[src/rtl/slv_pkg.sv]
// Shared types for the slave-side LD table: ID/index widths and per-ID
// FIFO bookkeeping used by ld_alloc_ctrl.
package slv_pkg;

   localparam int unsigned AxiIntIdWidth = 5;
   localparam int unsigned LdIdxWidth    = 5;
   // Per-ID count can never exceed the largest table the index width can address.
   localparam int unsigned LdCntWidth    = $clog2((2 ** LdIdxWidth) + 1);

   typedef logic [AxiIntIdWidth-1:0] int_id_t;
   typedef logic [LdIdxWidth-1:0]    ld_idx_t;
   typedef logic [LdCntWidth-1:0]    ld_cnt_t;

   typedef struct packed {
      ld_idx_t head;
      ld_idx_t tail;
      ld_cnt_t cnt;
   } ld_id_state_t;

endpackage

[src/rtl/lzc.sv]
// Leading/trailing zero counter: MODE=0 gives the index of the lowest set bit,
// MODE=1 the number of zeros above the highest set bit.
module lzc #(
   parameter int unsigned WIDTH     = 2,
   parameter bit          MODE      = 1'b0,
   parameter int unsigned CNT_WIDTH = (WIDTH > 1) ? $clog2(WIDTH) : 1
) (
   input  logic [WIDTH-1:0]     in_i,
   output logic [CNT_WIDTH-1:0] cnt_o,
   output logic                 empty_o
);

   always_comb begin
      cnt_o   = '0;
      empty_o = ~|in_i;
      if (MODE) begin
         for (int unsigned k = 0; k < WIDTH; k++) begin
            if (in_i[k]) cnt_o = CNT_WIDTH'(WIDTH - 1 - k);
         end
      end else begin
         for (int unsigned k = 0; k < WIDTH; k++) begin
            if (in_i[WIDTH-1-k]) cnt_o = CNT_WIDTH'(WIDTH - 1 - k);
         end
      end
   end

endmodule

[src/rtl/ld_alloc_ctrl.sv]
// LD table allocator: hands out free entries and keeps a linked FIFO of
// outstanding entries per internal ID so responses retire in order.
module ld_alloc_ctrl
   import slv_pkg::*;
#(
   parameter int unsigned MaxUniqIds   = 32,
   parameter int unsigned MaxTxnsPerId = 1,
   parameter int unsigned MaxTxns      = MaxUniqIds * MaxTxnsPerId
) (
   input  logic                          clk_i,
   input  logic                          rst_i,
   input  logic                          enq_req_i,
   input  logic [AxiIntIdWidth-1:0]      enq_id_i,
   output logic                          enq_gnt_o,
   output logic [LdIdxWidth-1:0]         enq_idx_o,
   input  logic                          deq_req_i,
   input  logic [AxiIntIdWidth-1:0]      deq_id_i,
   output logic                          deq_hit_o,
   output logic [LdIdxWidth-1:0]         deq_idx_o,
   output logic                          deq_err_o,
   output logic [MaxTxns-1:0]            entry_busy_o,
   output logic [MaxTxns*LdIdxWidth-1:0] next_idx_o,
   output logic                          full_o,
   output logic                          empty_o
);

   localparam int unsigned IdSelW  = (MaxUniqIds > 1) ? $clog2(MaxUniqIds) : 1;
   localparam int unsigned IdxSelW = (MaxTxns > 1) ? $clog2(MaxTxns) : 1;

   ld_id_state_t       id_q   [MaxUniqIds];
   ld_id_state_t       id_d   [MaxUniqIds];
   ld_idx_t            next_q [MaxTxns];
   ld_idx_t            next_d [MaxTxns];
   logic [MaxTxns-1:0] busy_q, busy_d;
   logic               deq_err_q, deq_err_d;

   logic [IdxSelW-1:0] free_sel;
   logic               no_free;
   ld_idx_t            free_idx;
   logic [IdSelW-1:0]  enq_sel, deq_sel;
   logic [IdxSelW-1:0] head_sel;
   logic               enq_id_ok, deq_id_ok, deq_fire;

   lzc #(
      .WIDTH     (MaxTxns),
      .MODE      (1'b0),
      .CNT_WIDTH (IdxSelW)
   ) i_first_free (
      .in_i    (~busy_q),
      .cnt_o   (free_sel),
      .empty_o (no_free)
   );

   assign free_idx  = ld_idx_t'(free_sel);
   assign enq_sel   = enq_id_i[IdSelW-1:0];
   assign deq_sel   = deq_id_i[IdSelW-1:0];
   assign enq_id_ok = 32'(enq_id_i) < MaxUniqIds;
   assign deq_id_ok = 32'(deq_id_i) < MaxUniqIds;
   assign head_sel  = id_q[deq_sel].head[IdxSelW-1:0];

   assign full_o       = no_free;
   assign empty_o      = ~|busy_q;
   assign entry_busy_o = busy_q;
   assign enq_idx_o    = free_idx;
   assign deq_err_o    = deq_err_q;

   assign enq_gnt_o = enq_req_i & ~rst_i & ~full_o & enq_id_ok &
                      (id_q[enq_sel].cnt < ld_cnt_t'(MaxTxnsPerId));
   assign deq_hit_o = deq_id_ok & (id_q[deq_sel].cnt != '0);
   assign deq_idx_o = id_q[deq_sel].head;
   assign deq_fire  = deq_req_i & deq_hit_o;

   always_comb begin
      next_idx_o = '0;
      for (int unsigned i = 0; i < MaxTxns; i++) begin
         next_idx_o[i*LdIdxWidth +: LdIdxWidth] = next_q[i];
      end
   end

   // Retire is applied before allocate so a same-ID enq+deq sees the
   // post-retire count and links onto the surviving tail (or becomes head).
   always_comb begin
      busy_d    = busy_q;
      next_d    = next_q;
      id_d      = id_q;
      deq_err_d = deq_req_i & ~deq_hit_o;

      if (deq_fire) begin
         busy_d[head_sel]   = 1'b0;
         id_d[deq_sel].cnt  = id_q[deq_sel].cnt - ld_cnt_t'(1);
         if (id_q[deq_sel].cnt > ld_cnt_t'(1)) begin
            id_d[deq_sel].head = next_q[head_sel];
         end
      end

      if (enq_gnt_o) begin
         busy_d[free_sel] = 1'b1;
         next_d[free_sel] = free_idx;
         if (id_d[enq_sel].cnt == '0) begin
            id_d[enq_sel].head = free_idx;
         end else begin
            next_d[id_d[enq_sel].tail[IdxSelW-1:0]] = free_idx;
         end
         id_d[enq_sel].tail = free_idx;
         id_d[enq_sel].cnt  = id_d[enq_sel].cnt + ld_cnt_t'(1);
      end
   end

   always_ff @(posedge clk_i) begin
      if (rst_i) begin
         busy_q    <= '0;
         deq_err_q <= 1'b0;
         id_q      <= '{default: '0};
         next_q    <= '{default: '0};
      end else begin
         busy_q    <= busy_d;
         deq_err_q <= deq_err_d;
         id_q      <= id_d;
         next_q    <= next_d;
      end
   end

endmodule
[config.mk]
export PLATFORM = sky130hd
export DESIGN_NAME = ld_alloc_ctrl
export DESIGN_NICKNAME = d
export VERILOG_FILES = /design/src/rtl/slv_pkg.sv /design/src/rtl/lzc.sv /design/src/rtl/ld_alloc_ctrl.sv
export SDC_FILE = /design/constraint.sdc
export NUM_CORES = 2
export LEC_CHECK = 0
export CAP_MARGIN = 20
export CELL_PAD_IN_SITES_DETAIL_PLACEMENT = 2
export CELL_PAD_IN_SITES_GLOBAL_PLACEMENT = 2
export CORE_ASPECT_RATIO = 0.6
export CORE_UTILIZATION = 33
export DETAILED_ROUTE_END_ITERATION = 12
export PLACE_DENSITY = 0.75
export SLEW_MARGIN = 15
export SYNTH_ARGS = -nofsm -noshare
export SYNTH_HDL_FRONTEND = slang
export SYNTH_HIERARCHICAL = 1
export SYNTH_SLANG_ARGS = --single-unit
[constraint.sdc]
create_clock -name clk_i -period 7.8 [get_ports clk_i]
set_input_delay 1.56 -clock clk_i [delete_from_list [all_inputs] [get_ports clk_i]]
set_output_delay 1.56 -clock clk_i [all_outputs]
set_load 0.01 [all_outputs]
==> metrics.txt <==
Worst Setup End Kind=flip-flop; dpl cell area=48100 um2; Vias=45000; Top cell by count, worst path=buf_4; P&R area growth vs syn=31.5%; Max Clock Freq=131 MHz; Final period util=98.1%; CTS tree=built; Total GRT Usage=41.1%; peak supply drop=0.169 mV; Max FO, Critical Path=15; synthesis-stage register bit count=705; fin crit period=7650 ps; Post-CTS Hold Buffers=0; count of different cell masters after synthesis=92; clock root buffer=clkbuf_16; Crit path largest cell delay=580 ps; grt ovf=0; io pins=221; top-area cell type share of the netlist area=36.3%; core area=117000 um2; Final Slew Violations=0; buffer depth of the longest clock path=3; vias in the first global route=44600; fin cells=7046; post-route cell area=51100 um2; synthesized cell area=38800 um2; syn_area_per_cell=8.26 um2; number of synthesized flops with an enable pin=0; clock latency at the later pin of the worst-skew pair=730 ps; final setup vio count=0; Post-DP HPWL=191 mm; Power Total=0.00868 W; Worst Path Arrival=8200 ps; family with the most delay on the worst path=buffers and inverters; final core utilization=43.8%; Fillers=12800; status=complete, no violations; Rows=97; number of remaining DRC errors=0; max-cap check violation count=0; via density per instance=6.39; largest net degree at the start of global routing=172; top cells by count, synth=dfxtp_1 (705), nand2_1 (649), nor2_1 (611); Post-Route WL=252 mm; Die H=268 um; worst hold path type=flip-flop to flip-flop; PortBufs=220; Worst Setup Start Kind=input pin; CTS clk-pin slew, worst paths=70 ps; Final Wtd Congestion=1.06; Initial Util=33.3%; clk sink count=705; ys flop type=dfxtp_1; crit path kind=input pin to flip-flop; Worst slew margin=22.3%; H-tree levels=3; Inserted Clock Buffers=78; Worst-Margin Slew=1160 ps; Avg WL per Cell=35.8 um; ys async rst share=0%; count leader, synth=dfxtp_1; die span in x=445 um; total die area=119000 um2; PD cells=170 nW/um2; cell taking the most area after synthesis=dfxtp_1; endpoints failing hold=0; fin nets=5417; initial antenna violation count=18; clk_skew=32.9 ps; Worst Path Buf+Inv=13; Cells after Synth=4702; critical path's slowest cell=or4_1; initial drt markers=5947; share of layout cells above drive strength 1=23.7%; global-route wire length before repair=351 mm; Fin Hold WS=457 ps; worst endpoint required time=8350 ps; leak pwr=18.7 nW; Detailed Routing Iterations Pass 1=5; Post-Place Cells=6899; syn_nets=4720; Syn. warnings=6; Area contributors post-synth=dfxtp_1 (36%), mux2i_1 (8.7%), nand2_1 (6.3%); register area share after synthesis=36.3%; ANT nets after route=0
## metrics by stage
step	setup slack [ps]	setup TNS (ps)
after floorplan	30.5	0
after global placement	-583	-72540
after detailed placement	-772	-138410
after CTS	23.9	0
after global routing	-68.2	-411
final	147	0
## worst paths after layout
check                    startpoint                     endpoint  depth (start not counted)  slack [ps]
min          id_q[297]$_SDFFE_PP0P_       id_q[297]$_SDFFE_PP0P_                          2         460
min reg2reg  id_q[297]$_SDFFE_PP0P_       id_q[297]$_SDFFE_PP0P_                          2         460
max reg2reg    id_q[449]$_SDFF_PP0_  next_idx_o[42]$_SDFFE_PP0P_                         32        1050
max                     deq_id_i[4]  next_idx_o[42]$_SDFFE_PP0P_                         34         150
## flip-flops by register name, summed over array words and instances (netlist names)
| signal | flops |
|---|---|
| id_q | 512 |
| next_idx_o | 160 |
| deq_err_o | 1 |
| entry_busy_o | 32 |
## per-layer routing
layer	track usage, %	vias up	wire (um)
li1	-	18500	-
met1	62.5	23700	117000
met5	0	-	102
met2	55.1	2469	97500
met4	7.60	14	4780
met3	13.9	326	32500
## worst reg2reg max path, delay by kind of cell, from the launching register on
kind / cells / cell delay (ps)
DFF: 1 / 430
buffers and inverters: 11 / 1810
adders and majority gates: 2 / 400
and+or+nand+nor: 8 / 1960
muxes: 2 / 710
AOI/OAI and AO/OA: 9 / 1280
## cells in the final DEF (no fill, tap or decap), drive strengths merged, types with 85 or more instances in the layout
| master | Yosys | routed |
|---|---|---|
| clkbuf | 302 | 109 |
| mux4 | 89 | 89 |
| a211oi | 117 | 117 |
| mux2i | 338 | 338 |
| nand3 | 85 | 85 |
| clkdlybuf4s50 | 0 | 214 |
| inv | 88 | 95 |
| o21ai | 175 | 175 |
| nand2 | 649 | 649 |
| dfxtp | 705 | 705 |
| mux2 | 149 | 149 |
| buf | 101 | 804 |
| a21oi | 426 | 426 |
| nor2 | 626 | 626 |
## power breakdown
group          switching, W  internal, W  total (W)
Clock               0.00183      0.00239    0.00422
Sequential        0.0000104      0.00361    0.00362
Combinational      0.000594     0.000245   0.000840
## area by class of cell
cell class                      count  area, um2  area share [%]
Tap cell                         1584       1980            3.88
Antenna cell                        5       12.5          0.0245
Inverter                           92        345           0.676
Sequential cell                   705      14100            27.6
Timing Repair Buffer             1020       8760            17.2
Multi-Input combinational cell   3502      23100            45.1
Clock buffer                      108       2260            4.44
Clock inverter                     30        527            1.03
## repair_timing
item	in CTS	in global routing
resized for setup	1	17
endpoints found under the setup margin	3	320
pin swaps	0	4
buffers inserted	0	4
## cells by family (layout without fill, tap and decap cells)
logic type | after synthesis | count (layout) | synth area share (%)
DFF | 705 | 705 | 36.3
AOI/OAI and AO/OA | 1214 | 1214 | 20.7
adders and majority gates | 4 | 4 | 0.129
muxes | 576 | 576 | 18.2
buffers and inverters | 495 | 1250 | 5.08
and+or+nand+nor | 1703 | 1703 | 19.5
other | 0 | 5 | 0
xor gates and xnor gates | 5 | 5 | 0.113
(Power assumes the default switching activity.)
